## src/rtl/instr_sequencer_pkg.sv

```systemverilog
// Shared encodings for the instruction sequencer: opcode/op fields, datapath
// select codes, memory commands, FSM states and the registered control bundle.
package instr_sequencer_pkg;

  typedef enum logic [2:0] {
    OPC_LDR  = 3'b011,
    OPC_STR  = 3'b100,
    OPC_ALU  = 3'b101,
    OPC_MOV  = 3'b110,
    OPC_HALT = 3'b111
  } opcode_t;

  typedef enum logic [1:0] {
    ALU_ADD = 2'b00,
    ALU_CMP = 2'b01,
    ALU_AND = 2'b10,
    ALU_MVN = 2'b11
  } alu_op_t;

  // op field encodings under the MOV opcode
  localparam logic [1:0] MOV_SH  = 2'b00;
  localparam logic [1:0] MOV_IMM = 2'b10;
  // LDR/STR only accept this op field
  localparam logic [1:0] LDST_OP = 2'b00;

  typedef enum logic [1:0] {
    REG_RM = 2'b00,
    REG_RD = 2'b01,
    REG_RN = 2'b10
  } reg_sel_t;

  typedef enum logic [1:0] {
    WB_C     = 2'b00,
    WB_IMM   = 2'b10,
    WB_MDATA = 2'b11
  } wb_sel_t;

  typedef enum logic [1:0] {
    MEM_NONE  = 2'b00,
    MEM_READ  = 2'b01,
    MEM_WRITE = 2'b10
  } mem_cmd_t;

  typedef enum logic [4:0] {
    S_IDLE,
    S_GET_A,
    S_GET_B,
    S_EXEC,      // plain ALU execute
    S_EXEC_MV,   // execute with A forced to 0 (MOV shift, MVN)
    S_EXEC_IMM,  // address calc: Rn + sximm5
    S_WB,
    S_WB_IMM,
    S_WB_ST,
    S_ADDR,
    S_MEM_RD,
    S_LD_WB,
    S_GET_D,
    S_EXEC_D,    // pass store data through C
    S_MEM_WR,
    S_HALT,
    S_ERR
  } state_t;

  typedef struct packed {
    logic     waiting;
    logic     err;
    logic     halted;
    reg_sel_t reg_sel;
    wb_sel_t  wb_sel;
    logic     w_en;
    logic     en_a;
    logic     en_b;
    logic     en_c;
    logic     en_status;
    logic     sel_a;
    logic     sel_b;
    logic     load_addr;
    mem_cmd_t mem_cmd;
  } ctrl_t;

  // First state after an accepted start; illegal encodings go straight to ERR.
  function automatic state_t first_state(input logic [2:0] opcode,
                                         input logic [1:0] op,
                                         input logic       en_ldst);
    state_t s;
    s = S_ERR;
    case (opcode)
      OPC_MOV: begin
        if (op == MOV_IMM)     s = S_WB_IMM;
        else if (op == MOV_SH) s = S_GET_B;
        else                   s = S_ERR;
      end
      OPC_ALU:  s = (op == ALU_MVN) ? S_GET_B : S_GET_A;
      OPC_LDR,
      OPC_STR:  s = (en_ldst && (op == LDST_OP)) ? S_GET_A : S_ERR;
      OPC_HALT: s = S_HALT;
      default:  s = S_ERR;
    endcase
    return s;
  endfunction

  // Control outputs asserted while sitting in a given state.
  function automatic ctrl_t state_ctrl(input state_t s);
    ctrl_t c;
    c = '0;
    case (s)
      S_IDLE:     c.waiting = 1'b1;
      S_GET_A:    begin c.reg_sel = REG_RN; c.en_a = 1'b1; end
      S_GET_B:    begin c.reg_sel = REG_RM; c.en_b = 1'b1; end
      S_EXEC:     c.en_c = 1'b1;
      S_EXEC_MV:  begin c.sel_a = 1'b1; c.en_c = 1'b1; end
      S_EXEC_IMM: begin c.sel_b = 1'b1; c.en_c = 1'b1; end
      S_WB:       begin c.reg_sel = REG_RD; c.wb_sel = WB_C; c.w_en = 1'b1; end
      S_WB_IMM:   begin c.reg_sel = REG_RN; c.wb_sel = WB_IMM; c.w_en = 1'b1; end
      S_WB_ST:    c.en_status = 1'b1;
      S_ADDR:     c.load_addr = 1'b1;
      S_MEM_RD:   c.mem_cmd = MEM_READ;
      S_LD_WB:    begin c.reg_sel = REG_RD; c.wb_sel = WB_MDATA; c.w_en = 1'b1; end
      S_GET_D:    begin c.reg_sel = REG_RD; c.en_b = 1'b1; end
      S_EXEC_D:   begin c.sel_a = 1'b1; c.en_c = 1'b1; end
      S_MEM_WR:   c.mem_cmd = MEM_WRITE;
      S_HALT:     c.halted = 1'b1;
      S_ERR:      c.err = 1'b1;
      default:    c = '0;
    endcase
    return c;
  endfunction

endpackage

```

## src/rtl/instr_sequencer_mem_timeout_ctr.sv

```systemverilog
// Memory-wait cycle counter. clear has priority over inc; expired is
// registered and high in the cycle where the count equals MAX_COUNT-1.
//   clk, rst_n : clock, async active-low reset
//   clear      : return count to 0
//   inc        : advance count by one
//   expired    : count == MAX_COUNT-1
module instr_sequencer_mem_timeout_ctr #(
  parameter int unsigned MAX_COUNT = 16,
  parameter int unsigned W         = $clog2(MAX_COUNT + 1)
) (
  input  logic clk,
  input  logic rst_n,
  input  logic clear,
  input  logic inc,
  output logic expired
);

  logic [W-1:0] cnt_q;
  logic [W-1:0] cnt_d;

  always_comb begin
    cnt_d = cnt_q;
    if (clear)    cnt_d = '0;
    else if (inc) cnt_d = cnt_q + W'(1);
  end

  // expired tracks the next count so it lines up with cnt_q without a comparator on the output
  always_ff @(posedge clk or negedge rst_n) begin
    if (!rst_n) begin
      cnt_q   <= '0;
      expired <= 1'(MAX_COUNT == 1);
    end else begin
      cnt_q   <= cnt_d;
      expired <= (cnt_d == W'(MAX_COUNT - 1));
    end
  end

endmodule

```

## src/rtl/instr_sequencer.sv

```systemverilog
// Datapath controller for the 16-bit RISC: latches opcode/op on start and
// steps through register-file, A/B/C, status and memory-interface enables.
// LDR/STR wait on mem_ack with a timeout; HALT and illegal opcodes are
// sticky until reset.
//   clk, rst_n        : clock, async active-low reset
//   start, opcode, op : instruction issue (sampled in IDLE only)
//   mem_ack           : memory read/write complete
//   waiting/done/err/halted : status
//   reg_sel, wb_sel, w_en, en_A/B/C, en_status, sel_A, sel_B,
//   load_addr, mem_cmd : datapath controls (all registered)
module instr_sequencer
  import instr_sequencer_pkg::*;
#(
  parameter int unsigned MEM_TIMEOUT = 16,
  parameter bit          EN_LDST     = 1'b1
) (
  input  logic       clk,
  input  logic       rst_n,
  input  logic       start,
  input  logic [2:0] opcode,
  input  logic [1:0] op,
  input  logic       mem_ack,
  output logic       waiting,
  output logic       done,
  output logic       err,
  output logic       halted,
  output logic [1:0] reg_sel,
  output logic [1:0] wb_sel,
  output logic       w_en,
  output logic       en_A,
  output logic       en_B,
  output logic       en_C,
  output logic       en_status,
  output logic       sel_A,
  output logic       sel_B,
  output logic       load_addr,
  output logic [1:0] mem_cmd
);

  localparam int unsigned CTR_W = $clog2(MEM_TIMEOUT + 1);

  state_t     state_q, state_d;
  logic [2:0] opcode_q;
  logic [1:0] op_q;
  ctrl_t      ctrl_q, ctrl_d;
  logic       done_q, done_d;
  logic       in_mem;
  logic       ctr_inc;
  logic       ctr_clear;
  logic       ctr_expired;

  instr_sequencer_mem_timeout_ctr #(
    .MAX_COUNT (MEM_TIMEOUT),
    .W         (CTR_W)
  ) u_mem_timeout_ctr (
    .clk     (clk),
    .rst_n   (rst_n),
    .clear   (ctr_clear),
    .inc     (ctr_inc),
    .expired (ctr_expired)
  );

  // Next-state, counter control, done and next registered controls
  always_comb begin
    state_d   = state_q;
    in_mem    = (state_q == S_MEM_RD) || (state_q == S_MEM_WR);
    ctr_inc   = in_mem && !mem_ack && !ctr_expired;
    ctr_clear = !ctr_inc;

    case (state_q)
      S_IDLE:     if (start) state_d = first_state(opcode, op, EN_LDST);
      S_GET_A:    state_d = (opcode_q == OPC_ALU) ? S_GET_B : S_EXEC_IMM;
      S_GET_B: begin
        if ((opcode_q == OPC_MOV) || (op_q == ALU_MVN)) state_d = S_EXEC_MV;
        else                                             state_d = S_EXEC;
      end
      S_EXEC:     state_d = (op_q == ALU_CMP) ? S_WB_ST : S_WB;
      S_EXEC_MV:  state_d = S_WB;
      S_EXEC_IMM: state_d = S_ADDR;
      S_ADDR:     state_d = (opcode_q == OPC_LDR) ? S_MEM_RD : S_GET_D;
      S_GET_D:    state_d = S_EXEC_D;
      S_EXEC_D:   state_d = S_MEM_WR;
      // ack in the expiry cycle takes priority over the timeout
      S_MEM_RD: begin
        if (mem_ack)          state_d = S_LD_WB;
        else if (ctr_expired) state_d = S_ERR;
      end
      S_MEM_WR: begin
        if (mem_ack)          state_d = S_IDLE;
        else if (ctr_expired) state_d = S_ERR;
      end
      S_WB, S_WB_IMM, S_WB_ST, S_LD_WB: state_d = S_IDLE;
      S_HALT:     state_d = S_HALT;
      S_ERR:      state_d = S_ERR;
      default:    state_d = S_ERR;
    endcase

    // HALT/ERR never return to IDLE, so any IDLE entry is a completed sequence
    done_d = (state_d == S_IDLE) && (state_q != S_IDLE);
    ctrl_d = state_ctrl(state_d);
  end

  // State, instruction latch, done and registered controls
  always_ff @(posedge clk or negedge rst_n) begin
    if (!rst_n) begin
      state_q  <= S_IDLE;
      opcode_q <= '0;
      op_q     <= '0;
      ctrl_q   <= state_ctrl(S_IDLE);
      done_q   <= 1'b0;
    end else begin
      state_q <= state_d;
      ctrl_q  <= ctrl_d;
      done_q  <= done_d;
      if ((state_q == S_IDLE) && start) begin
        opcode_q <= opcode;
        op_q     <= op;
      end
    end
  end

  assign waiting   = ctrl_q.waiting;
  assign done      = done_q;
  assign err       = ctrl_q.err;
  assign halted    = ctrl_q.halted;
  assign reg_sel   = ctrl_q.reg_sel;
  assign wb_sel    = ctrl_q.wb_sel;
  assign w_en      = ctrl_q.w_en;
  assign en_A      = ctrl_q.en_a;
  assign en_B      = ctrl_q.en_b;
  assign en_C      = ctrl_q.en_c;
  assign en_status = ctrl_q.en_status;
  assign sel_A     = ctrl_q.sel_a;
  assign sel_B     = ctrl_q.sel_b;
  assign load_addr = ctrl_q.load_addr;
  assign mem_cmd   = ctrl_q.mem_cmd;

endmodule

```

## config.mk

```make
export PLATFORM = sky130hd
export DESIGN_NAME = instr_sequencer
export DESIGN_NICKNAME = d
export VERILOG_FILES = /design/src/rtl/instr_sequencer_pkg.sv /design/src/rtl/instr_sequencer_mem_timeout_ctr.sv /design/src/rtl/instr_sequencer.sv
export SDC_FILE = /design/constraint.sdc
export NUM_CORES = 1
export LEC_CHECK = 0
export CAP_MARGIN = 10
export CORE_UTILIZATION = 40
export DETAILED_ROUTE_END_ITERATION = 8
export GPL_TIMING_DRIVEN = 1
export PLACE_DENSITY = 0.66
export SETUP_SLACK_MARGIN = 0.2
export SYNTH_ARGS = -nofsm -noshare
export SYNTH_HDL_FRONTEND = slang
export SYNTH_SLANG_ARGS = --single-unit
```

## constraint.sdc

```tcl
create_clock -name clk -period 6.8 [get_ports clk]
set_clock_uncertainty 0.1 [all_clocks]
set_input_delay 2.04 -clock clk [delete_from_list [all_inputs] [get_ports clk]]
set_output_delay 2.04 -clock clk [all_outputs]
set_load 0.03 [all_outputs]
```

==> results_dict.tcl <==
set metrics [dict create \
    outcome "completed" \
    most-common-layout-cells "dfrtp_1, clkdlybuf4s50_1, nand2_1" \
    period_share 0.614 \
    cp-start-kind "primary input" \
    worstMarginPinSlew_ps 607 \
    postCtsHoldBufs 0 \
    ant_nets 0 \
    ioPinCount 27 \
    fp.dieArea_mm2 0.00456 \
    synth-simple-area-share 0.291 \
    power_frac_seq 0.460 \
    arrival_ps 4280 \
    gp_congestion 0.852 \
    synth_fa_ha_area_frac 0.00729 \
    syn_to_final_growth_pct 23.9 \
    slowest_stage "clkdlybuf4s50_1" \
    path_class "in -> reg" \
    final-hold-violation-count 0 \
    syn_area_mm2 0.00172 \
    cts_made_buffers 5 \
    final_common_cell "dfrtp_1" \
    period_minus_slack_ps 4170 \
    synth_top_area_frac 0.481 \
    root_buffer "clkbuf_8" \
    grt_max_degree 35 \
    tns_ps 0 \
    max_freq_ghz 0.240 \
    core_mm2 0.00406 \
    synth_edf_count 0 \
    setup_viol 0 \
    drive_gt1_frac 0.165 \
    synth_area_leaders "dfrtp_1, nor2b_1, mux2_2" \
    clk_pin_slew_ps 80 \
    synth_seq_cells 34 \
    slew_violations 0 \
    synthMuxAreaShare 0.0379 \
    dieWidth_um 67.5 \
    clock_power_share 0.504 \
    synth_compound_area_frac 0.114 \
    ys.flop_type "dfrtp_1" \
    p_sw_mw 0.0835 \
    synth_xor_area_frac 0.0153 \
    peakVddDrop_uv 79.2 \
    maxSlewHeadroom 0.593 \
    wl_um 3540 \
    die_h_um 67.5 \
    clock-sinks 34 \
    cp_max_fo 7 \
    synth_cell_types 56 \
    cts_max_level 2 \
    drt_iter0_drc 66 \
    clk_latency_ps 290 \
    hpwl_um 2490 \
    cts_tree "built" \
    nNetsFinal 197 \
    first_pass_iters 4 \
    antenna_found_initial 0 \
    worstHoldStart "u_mem_timeout_ctr.cnt_q[0]" \
    synthCells 160 \
    grt_pass1_wl_um 5980 \
    antennaDiodeCount 0 \
    grt_pass1_vias 1307 \
    num_vias 1313 \
    yosys_warnings 0 \
    min_path_type "reg -> reg" \
    worstSetupEndpointType "register" \
    initial_utilization 0.423 \
    comb_power_share 0.036 \
    cts_setup_buffers 0 \
    wl_per_cell_um 14.9 \
    power_per_cell_area_mw_per_mm2 207 \
    final_util 0.524 \
    clockBufferDepth 2 \
    async_reset_ff_frac 1.00 \
    synth_top_family_by_area "simple AND/OR/NAND/NOR gates" \
    internal_power_mw 0.356 \
    crit_chain "clkdlybuf4s50_1 -> and2b_1 -> o2111ai_1 -> o2111ai_1 -> or4_4 -> or4_4 -> a211oi_2" \
    portBuffers 26 \
    critPathMaxStageDelay_ps 580 \
    yosysTopAreaCell "dfrtp_1" \
    rsz0062_at_grt "false" \
    core.rowCount 23 \
    startpoint "op[0]" \
    grt_usage 0.182 \
    syn_nets 170 \
    ff2ff_setup_slack_ps 3970 \
    cts_resized 0 \
    p_sw_frac 0.190 \
    avgSynthCellArea_um2 10.7 \
    rr_startpoint "state_q[3]" \
    viasPerCell 5.52 \
    worst_ep_required_time_ps 6910 \
    ys_seq_area_frac 0.496 \
    grt_overflow 0 \
    drc 0 \
    timing.max_cap.violations 0 \
    p_leak_nw 0.935 \
]
[cell families after synthesis]
family,Yosys count
AO/OA/AOI/OAI,28
XOR/XNOR,3
AND/OR/NAND/NOR,79
multiplexers,6
adder cells (fa/ha/maj),1
buffers and inverters,9
flip-flops,34
[stage by stage]
stage / hold WS, ps / total power, mW / worst slack (ps) / area, um^2 / instances
final: 388 / 0.440 / 2630 / 2130 / 238
after global routing: 428 / 0.454 / 2490 / 2130 / 238
after CTS: 391 / 0.445 / 2640 / 2130 / 238
after detailed placement: 380 / 0.222 / 2350 / 1990 / 230
after global placement: 371 / 0.222 / 2370 / 1990 / 230
after floorplan: 352 / 0.210 / 3060 / 1720 / 160
[worst max-delay path: cells and delay by family]
kind	cells	cell delay (ps)
simple gates	3	1170
buf+inv	1	580
compound gates	3	490
[sequential cells by signal, indices dropped and copies added, names as in the netlist, 2 cells and up]
signal and flops:
state_q 5, u_mem_timeout_ctr.cnt_q 5, opcode_q 3, mem_cmd 2, op_q 2, reg_sel 2, wb_sel 2
[metal layers]
metal | share of wire | global-route usage
met1 | 0.46 | 0.221
met2 | 0.48 | 0.296
met3 | 0.046 | 0.0405
met4 | 0.012 | 0.104
met5 | 0 | 0
[power groups by stage]
stage,sequential [mW],clock (mW),combinational [mW]
floorplan,0.206,0,0.00413
finish,0.202,0.222,0.0159
global route,0.202,0.234,0.0179
CTS,0.202,0.227,0.0164
global placement,0.206,0,0.0156
detailed placement,0.206,0,0.0163
[layout make-up]
type / count / area (um^2)
multi-input cells: 117 / 800
fillers: 363 / 1930
well taps: 50 / 62.6
flip-flops and latches: 34 / 852
clock buffers: 5 / 68.8
clock inverters: 3 / 68.8
inverters: 2 / 7.51
repair buffers: 27 / 268
[cell usage after synthesis (all sizes together), types with 2 or more instances]
cell	count
buf	4
clkbuf	3
nand3	7
or3	5
xor2	2
mux2	4
nand2b	5
dfrtp	33
and2	3
nor4b	2
mux2i	2
o2111ai	2
nor2b	9
o21bai	3
o21ai	5
a31oi	3
nor3b	5
o31ai	2
nand3b	2
nor3	4
a21oi	6
nor2	12
inv	2
or4	3
nand2	12
[final timing paths]
path | to | cells past startpoint
setup / recovery | done | 7
hold / removal | u_mem_timeout_ctr.cnt_q[0] | 1
setup reg to reg | w_en | 5
hold reg to reg | u_mem_timeout_ctr.cnt_q[0] | 1
max in group asynchronous | waiting | 2
min in group asynchronous | mem_cmd[1] | 2
Note: power is estimated with default switching activity, not from simulation.
